===== config.mk =====
export PLATFORM = sky130hd
export DESIGN_NAME = apb_master_ctrl
export DESIGN_NICKNAME = d
export VERILOG_FILES = /design/src/rtl/apb_master_ctrl.sv
export SDC_FILE = /design/constraint.sdc
export NUM_CORES = 1
export LEC_CHECK = 0
export ABC_AREA = 0
export BUFFER_PORTS_ARGS = -buffer_cell sky130_fd_sc_hd__buf_4
export CAP_MARGIN = 10
export CORE_MARGIN = 8
export CORE_UTILIZATION = 46
export CTS_CLUSTER_SIZE = 20
export DETAILED_ROUTE_END_ITERATION = 8
export GPL_ROUTABILITY_DRIVEN = 0
export PLACE_DENSITY = 0.82
export SYNTH_ARGS = -nofsm -noshare
export SYNTH_HDL_FRONTEND = slang
export SYNTH_SLANG_ARGS = --single-unit

===== constraint.sdc =====
create_clock -name clk -period 2.6 [get_ports clk]
set_input_delay 0.39 -clock clk [delete_from_list [all_inputs] [get_ports clk]]
set_output_delay 0.39 -clock clk [all_outputs]
set_load 0.02 [all_outputs]

===== src/rtl/apb_master_ctrl.sv =====
// Single-request APB master: turns a valid/ready request into an APB SETUP/ACCESS
// transfer and reports completion with a one-cycle response pulse.
module apb_master_ctrl #(
  parameter int ADDR_W  = 8,
  parameter int DATA_W  = 32,
  parameter int TIMEOUT = 16
) (
  input  logic              clk,
  input  logic              rst_n,
  input  logic              req_valid,
  output logic              req_ready,
  input  logic              req_write,
  input  logic [ADDR_W-1:0] req_addr,
  input  logic [DATA_W-1:0] req_wdata,
  output logic              rsp_valid,
  output logic [DATA_W-1:0] rsp_rdata,
  output logic              rsp_err,
  output logic              rsp_timeout,
  output logic [ADDR_W-1:0] paddr,
  output logic              psel,
  output logic              penable,
  output logic              pwrite,
  output logic [DATA_W-1:0] pwdata,
  input  logic [DATA_W-1:0] prdata,
  input  logic              pready,
  input  logic              pslverr
);

  // A zero TIMEOUT still needs a 1-bit counter to stay legal.
  localparam int CW = (TIMEOUT > 0) ? $clog2(TIMEOUT + 1) : 1;

  typedef enum logic [1:0] {IDLE, SETUP, ACCESS} state_t;

  state_t            state, state_nxt;
  logic [CW-1:0]     cnt, cnt_nxt;
  logic [ADDR_W-1:0] paddr_nxt;
  logic [DATA_W-1:0] pwdata_nxt, rsp_rdata_nxt;
  logic              pwrite_nxt, psel_nxt, penable_nxt;
  logic              rsp_valid_nxt, rsp_err_nxt, rsp_timeout_nxt;
  logic              timeout_hit;

  assign req_ready   = (state == IDLE);
  assign timeout_hit = (TIMEOUT != 0) && (cnt == CW'(TIMEOUT - 1));

  always_ff @(posedge clk or negedge rst_n) begin
    if (!rst_n) begin
      state       <= IDLE;
      cnt         <= '0;
      paddr       <= '0;
      pwrite      <= 1'b0;
      pwdata      <= '0;
      psel        <= 1'b0;
      penable     <= 1'b0;
      rsp_valid   <= 1'b0;
      rsp_rdata   <= '0;
      rsp_err     <= 1'b0;
      rsp_timeout <= 1'b0;
    end else begin
      state       <= state_nxt;
      cnt         <= cnt_nxt;
      paddr       <= paddr_nxt;
      pwrite      <= pwrite_nxt;
      pwdata      <= pwdata_nxt;
      psel        <= psel_nxt;
      penable     <= penable_nxt;
      rsp_valid   <= rsp_valid_nxt;
      rsp_rdata   <= rsp_rdata_nxt;
      rsp_err     <= rsp_err_nxt;
      rsp_timeout <= rsp_timeout_nxt;
    end
  end

  always_comb begin
    state_nxt       = state;
    cnt_nxt         = cnt;
    paddr_nxt       = paddr;
    pwrite_nxt      = pwrite;
    pwdata_nxt      = pwdata;
    psel_nxt        = psel;
    penable_nxt     = penable;
    rsp_valid_nxt   = 1'b0;
    rsp_rdata_nxt   = rsp_rdata;
    rsp_err_nxt     = rsp_err;
    rsp_timeout_nxt = rsp_timeout;
    case (state)
      IDLE: begin
        psel_nxt    = 1'b0;
        penable_nxt = 1'b0;
        if (req_valid) begin
          state_nxt  = SETUP;
          paddr_nxt  = req_addr;
          pwrite_nxt = req_write;
          pwdata_nxt = req_wdata;
          psel_nxt   = 1'b1;
          cnt_nxt    = '0;
        end
      end
      SETUP: begin
        state_nxt   = ACCESS;
        penable_nxt = 1'b1;
      end
      ACCESS: begin
        // A ready slave wins over a timeout expiring on the same edge.
        if (pready) begin
          state_nxt       = IDLE;
          psel_nxt        = 1'b0;
          penable_nxt     = 1'b0;
          rsp_valid_nxt   = 1'b1;
          rsp_rdata_nxt   = pwrite ? '0 : prdata;
          rsp_err_nxt     = pslverr;
          rsp_timeout_nxt = 1'b0;
        end else if (timeout_hit) begin
          state_nxt       = IDLE;
          psel_nxt        = 1'b0;
          penable_nxt     = 1'b0;
          rsp_valid_nxt   = 1'b1;
          rsp_rdata_nxt   = '0;
          rsp_err_nxt     = 1'b1;
          rsp_timeout_nxt = 1'b1;
        end else begin
          cnt_nxt = cnt + 1'b1;
        end
      end
      default: begin
        state_nxt   = IDLE;
        psel_nxt    = 1'b0;
        penable_nxt = 1'b0;
      end
    endcase
  end

endmodule


* After elaboration in Yosys (flattened, before gate mapping) *
Cells that the tools add are included.
W data, S select, Z words.

operators by class
  reductions and logical operators = 8
  bitwise gates (word level) = 1
  add/subtract/negate cells = 1
  multiplexer cells = 22
  equality and inequality tests = 7

operators by type and width
  operator               number
  $mux W32               3
  $mux W5                3
  $pmux W5 S2            1
  $mux W1                9
  $reduce_and A2 Y1      4
  $mux W2                3
  $ne A2 B2 Y1 const B   3
  $pmux W2 S3            1
  $add A5 B1 Y5 const B  1
  $eq A5 B4 Y1 const B   1
  $reduce_and A4 Y1      1
  $reduce_bool A2 Y1     2
  $ne A3 B3 Y1 const B   1
  $pmux W1 S3            1
  $eq A2 B1 Y1 const B   1
  $eq A2 B2 Y1 const B   1
  $logic_not A2 Y1       1
  $pmux W1 S2            1
  $not A1 Y1             1

word-level totals
  output and inout bits = 79
  bits of input ports = 78
  word-level logic and storage cells = 50
  register bits = 85

* Longest topological paths before layout *
  depth after elaboration = 4
  depth in mapped cells = 7
  gate-level depth less buffers = 6

* Worst setup path after synthesis *
Ideal clock, no wire load.

  path kind = register -> register
  from = reg cnt[0]
  to = reg cnt[3]
  path slack = 0.471 ns
  clock period less this slack = 2.129 ns
  path buffers = 1
  required time = 2.527 ns
  arrival time = 2.056 ns
  stages on the path, launching flop included = 8
  setup time = 0.073 ns
  path through = dfrtp_1 ha_1 and3_1 ha_1 or4b_1 clkbuf_2 or3_1 a21oi_2

on the way
  longest elaborated chain between the ends = 4
  elaborated cells between the ends (all ways) = 7
  those cells by class = add/sub (1); eq/ne (2); mux (3); reduce/logical (1)

ends and longest elaborated chain
  what                    RTL line  RTL
  start, declared         35        logic [CW-1:0] cnt, cnt_nxt;
  start signal, assigned  60        cnt <= cnt_nxt;
  $add A5 B1 Y5           121       cnt_nxt = cnt + 1'b1;
  $mux W5                 112       end else if (timeout_hit) begin
  $mux W5                 104       if (pready) begin
  $pmux W5 S2             85        case (state)

Parallel ways exist; a longest one is shown, timed or not. The select of a mux whose other input is x is not followed.
A chain may end at the register's enable or synchronous reset.

* Worst setup path in the final report *
Ends and elaborated chain as after synthesis.

==> run summary <==
first-pass GRT wire length: 14700 um
worst rel slew slack: 0.296
sequential element share of the synthesized area: 0.633
Initial DRT Pass Iterations: 4
layout cells sized above 1: 0.347
syn_nets: 446
Clock Pin Slew Worst Setup and Hold Paths: 80 ps
max incr delay on CP: 630 ps
minimum clock period: 2330 ps
Most common cell on crit path: ha_1
starting density of the core: 0.468
gr ovfl total: 0
Netlist cell types: 27
Worst VDD drop: 0.663 mV
Wirelength per Cell: 14.9 um
Worst setup EP type: flip-flop
Top Family by Delay on Critical Path: simple AND/OR/NAND/NOR gates
worst endpoint required time: 2850 ps
Post-synth EDFFs: 0
unrepaired setup endpoints after global routing: no
Synth top area share: 0.633
final worst-path cycle share: 0.895
setup bufs post-CTS: 0
post-synthesis cell area: 0.00336 mm^2
Worst-Skew Late Latency: 340 ps
Avg Cell Area, Syn: 9.18 um^2
critical path's slowest cell: or4b_1
Mapped Cells: 366
cell taking the most area after synthesis: dfrtp_1
Max Slew Vio Count: 0
die height: 101 um
number of port buffers: 156
Top Ports: 157
largest net degree at the start of global routing: 86
ys async rst share: 1.00
CTS H-Tree Depth: 3
max cap viols: 0
die width: 101 um
Initial DRC Count: 146
grt peak-use layer: met2
CTS tree: done
initial antenna violation count: 0
post-cts repair resize count: 0
met3 Track Usage GR: 0.0674
Final nets: 596
M1 GR Usage: 0.212
YS warnings: 0
worst-path cell chain: ha_1 -> and3_1 -> ha_1 -> or4b_1 -> or3_1 -> a21oi_2
fmax: 0.430 GHz
CP max FO: 8
Post-DP HPWL: 6630 um
Worst-Margin Slew: 1060 ps
reg2reg end: cnt[3]
reg-to-reg slack, setup: 270 ps
die footprint: 0.0103 mm^2
Hold Fails Final Rpt: 0
CP arrival: 2580 ps
#FFs+latches synth: 85
DRC: 0
Pwr Density: 1230 mW/mm^2
commonest register cell after synthesis: dfrtp_1
CTS Buffer Depth: 2
static leakage: 2.58 nW
TritonCTS buffer count: 9
Layout Skew: 11.3 ps
Critical path buffers and inverters: 0
GRT Overall Usage: 0.178
core box area: 0.00718 mm^2
R2R cell count: 6
top cells by instance count after synthesis: 163 x nand2_1, 85 x dfrtp_1, 67 x o21ai_0
vias in the first global route: 3131
CTS root buffer: clkbuf_8
Cell Rows: 31
drt total wl: 9180 um
most numerous cell in the Yosys netlist: nand2_1
Setup TNS: 0 ps
Sink Count: 85
Worst setup SP type: flip-flop
DRT antenna net count: 0
Ant. Diodes: 0
CP Class: flip-flop to flip-flop
Hold WC Path Type: input pin to async pin
ranking of synthesized cells by area: dfrtp_1 63%, nand2_1 18%, o21ai_0 10%
Syn-to-layout area delta: 43.7%
Finish-stage setup viols: 0
Reg-to-Reg Start: cnt[0]
status: complete, no violations
detailed-route via count: 2995
# hold bufs at CTS: 0
met2 Track Usage GR: 0.282
final hold slack: 233 ps
DR vias/cell: 4.85
[sequential cells by signal, summed over array words and instances (netlist names)]
signal and count:
cnt 5, paddr 8, penable 1, psel 1
pwdata 32, pwrite 1, rsp_err 1, rsp_rdata 32
rsp_timeout 1, rsp_valid 1, state 2
[power breakdown]
part	internal [mW]	switching (mW)	leakage [nW]
combinational	1.09	1.63	1.39
sequential	1.90	0.332	1.09
clock	0.527	0.440	0.101
[stage by stage]
step / utilization / instance area, um^2 / cells / power, mW / setup WS, ps
final: 0.673 / 4830 / 618 / 5.92 / 274
after global routing: 0.673 / 4830 / 618 / 6.32 / 205
after CTS: 0.673 / 4830 / 618 / 5.99 / 291
after detailed placement: 0.644 / 4620 / 604 / 5.01 / 303
after global placement: 0.644 / 4620 / 604 / 4.91 / 395
after floorplan: - / 3360 / 366 / 3.67 / 471
[worst register-to-register path, cell delays in order, from the launching register on]
cell,delay (ps)
dfrtp_1,420
ha_1,230
and3_1,180
ha_1,240
or4b_1,630
or3_1,410
a21oi_2,140
[metal layers]
metal | up-vias | share of wire
met2 | 128 | 0.46
met1 | 1382 | 0.41
li1 | 1469 | -
met4 | 0 | 0.022
met5 | - | 0
met3 | 16 | 0.11
[cells in the final DEF, fill, tap and decap left out, drive strengths merged]
| master | instances |
|---|---|
| and3 | 1 |
| and2b | 1 |
| o21ai | 67 |
| dfrtp | 85 |
| clkbuf | 9 |
| nor2b | 1 |
| or4b | 1 |
| bufinv | 2 |
| o31ai | 1 |
| buf | 162 |
| clkinv | 3 |
| or3b | 1 |
| or3 | 1 |
| ha | 2 |
| o311ai | 1 |
| clkinvlp | 1 |
| nand3 | 3 |
| nor2 | 2 |
| mux2i | 1 |
| nor4b | 1 |
| or2b | 1 |
| inv | 3 |
| a21o | 1 |
| nand2 | 163 |
| a21oi | 3 |
| o22a | 1 |
| nand2b | 1 |
[cell families (layout without fill, tap and decap cells)]
| logic type | after synthesis | after routing | synth area share |
|---|---|---|---|
| adders and majority gates | 2 | 2 | 0.00745 |
| muxes | 1 | 1 | 0.00298 |
| AOI/OAI and AO/OA | 74 | 74 | 0.115 |
| DFF | 85 | 85 | 0.633 |
| buffers and inverters | 27 | 180 | 0.0320 |
| and+or+nand+nor | 177 | 177 | 0.209 |
[layout make-up]
type	instances	area (um^2)
inverter	4	15.0
multi-input combinational	254	1130
clock buffer	9	124
sequential	85	2130
clock inverter	5	77.6
fill	586	2350
timing repair buffer	162	1230
tap	99	124
[worst max path at each step]
stage	startpoint	end	slack [ps]	depth (start not counted)
after global routing	cnt[0]	cnt[3]	200	6
after CTS	cnt[0]	cnt[3]	290	6
after floorplan	cnt[0]	cnt[3]	470	7
after detailed placement	cnt[0]	cnt[3]	300	6
final	cnt[0]	cnt[3]	270	6
after global placement	cnt[0]	cnt[3]	390	6
Power figures use the tool's default switching activity.
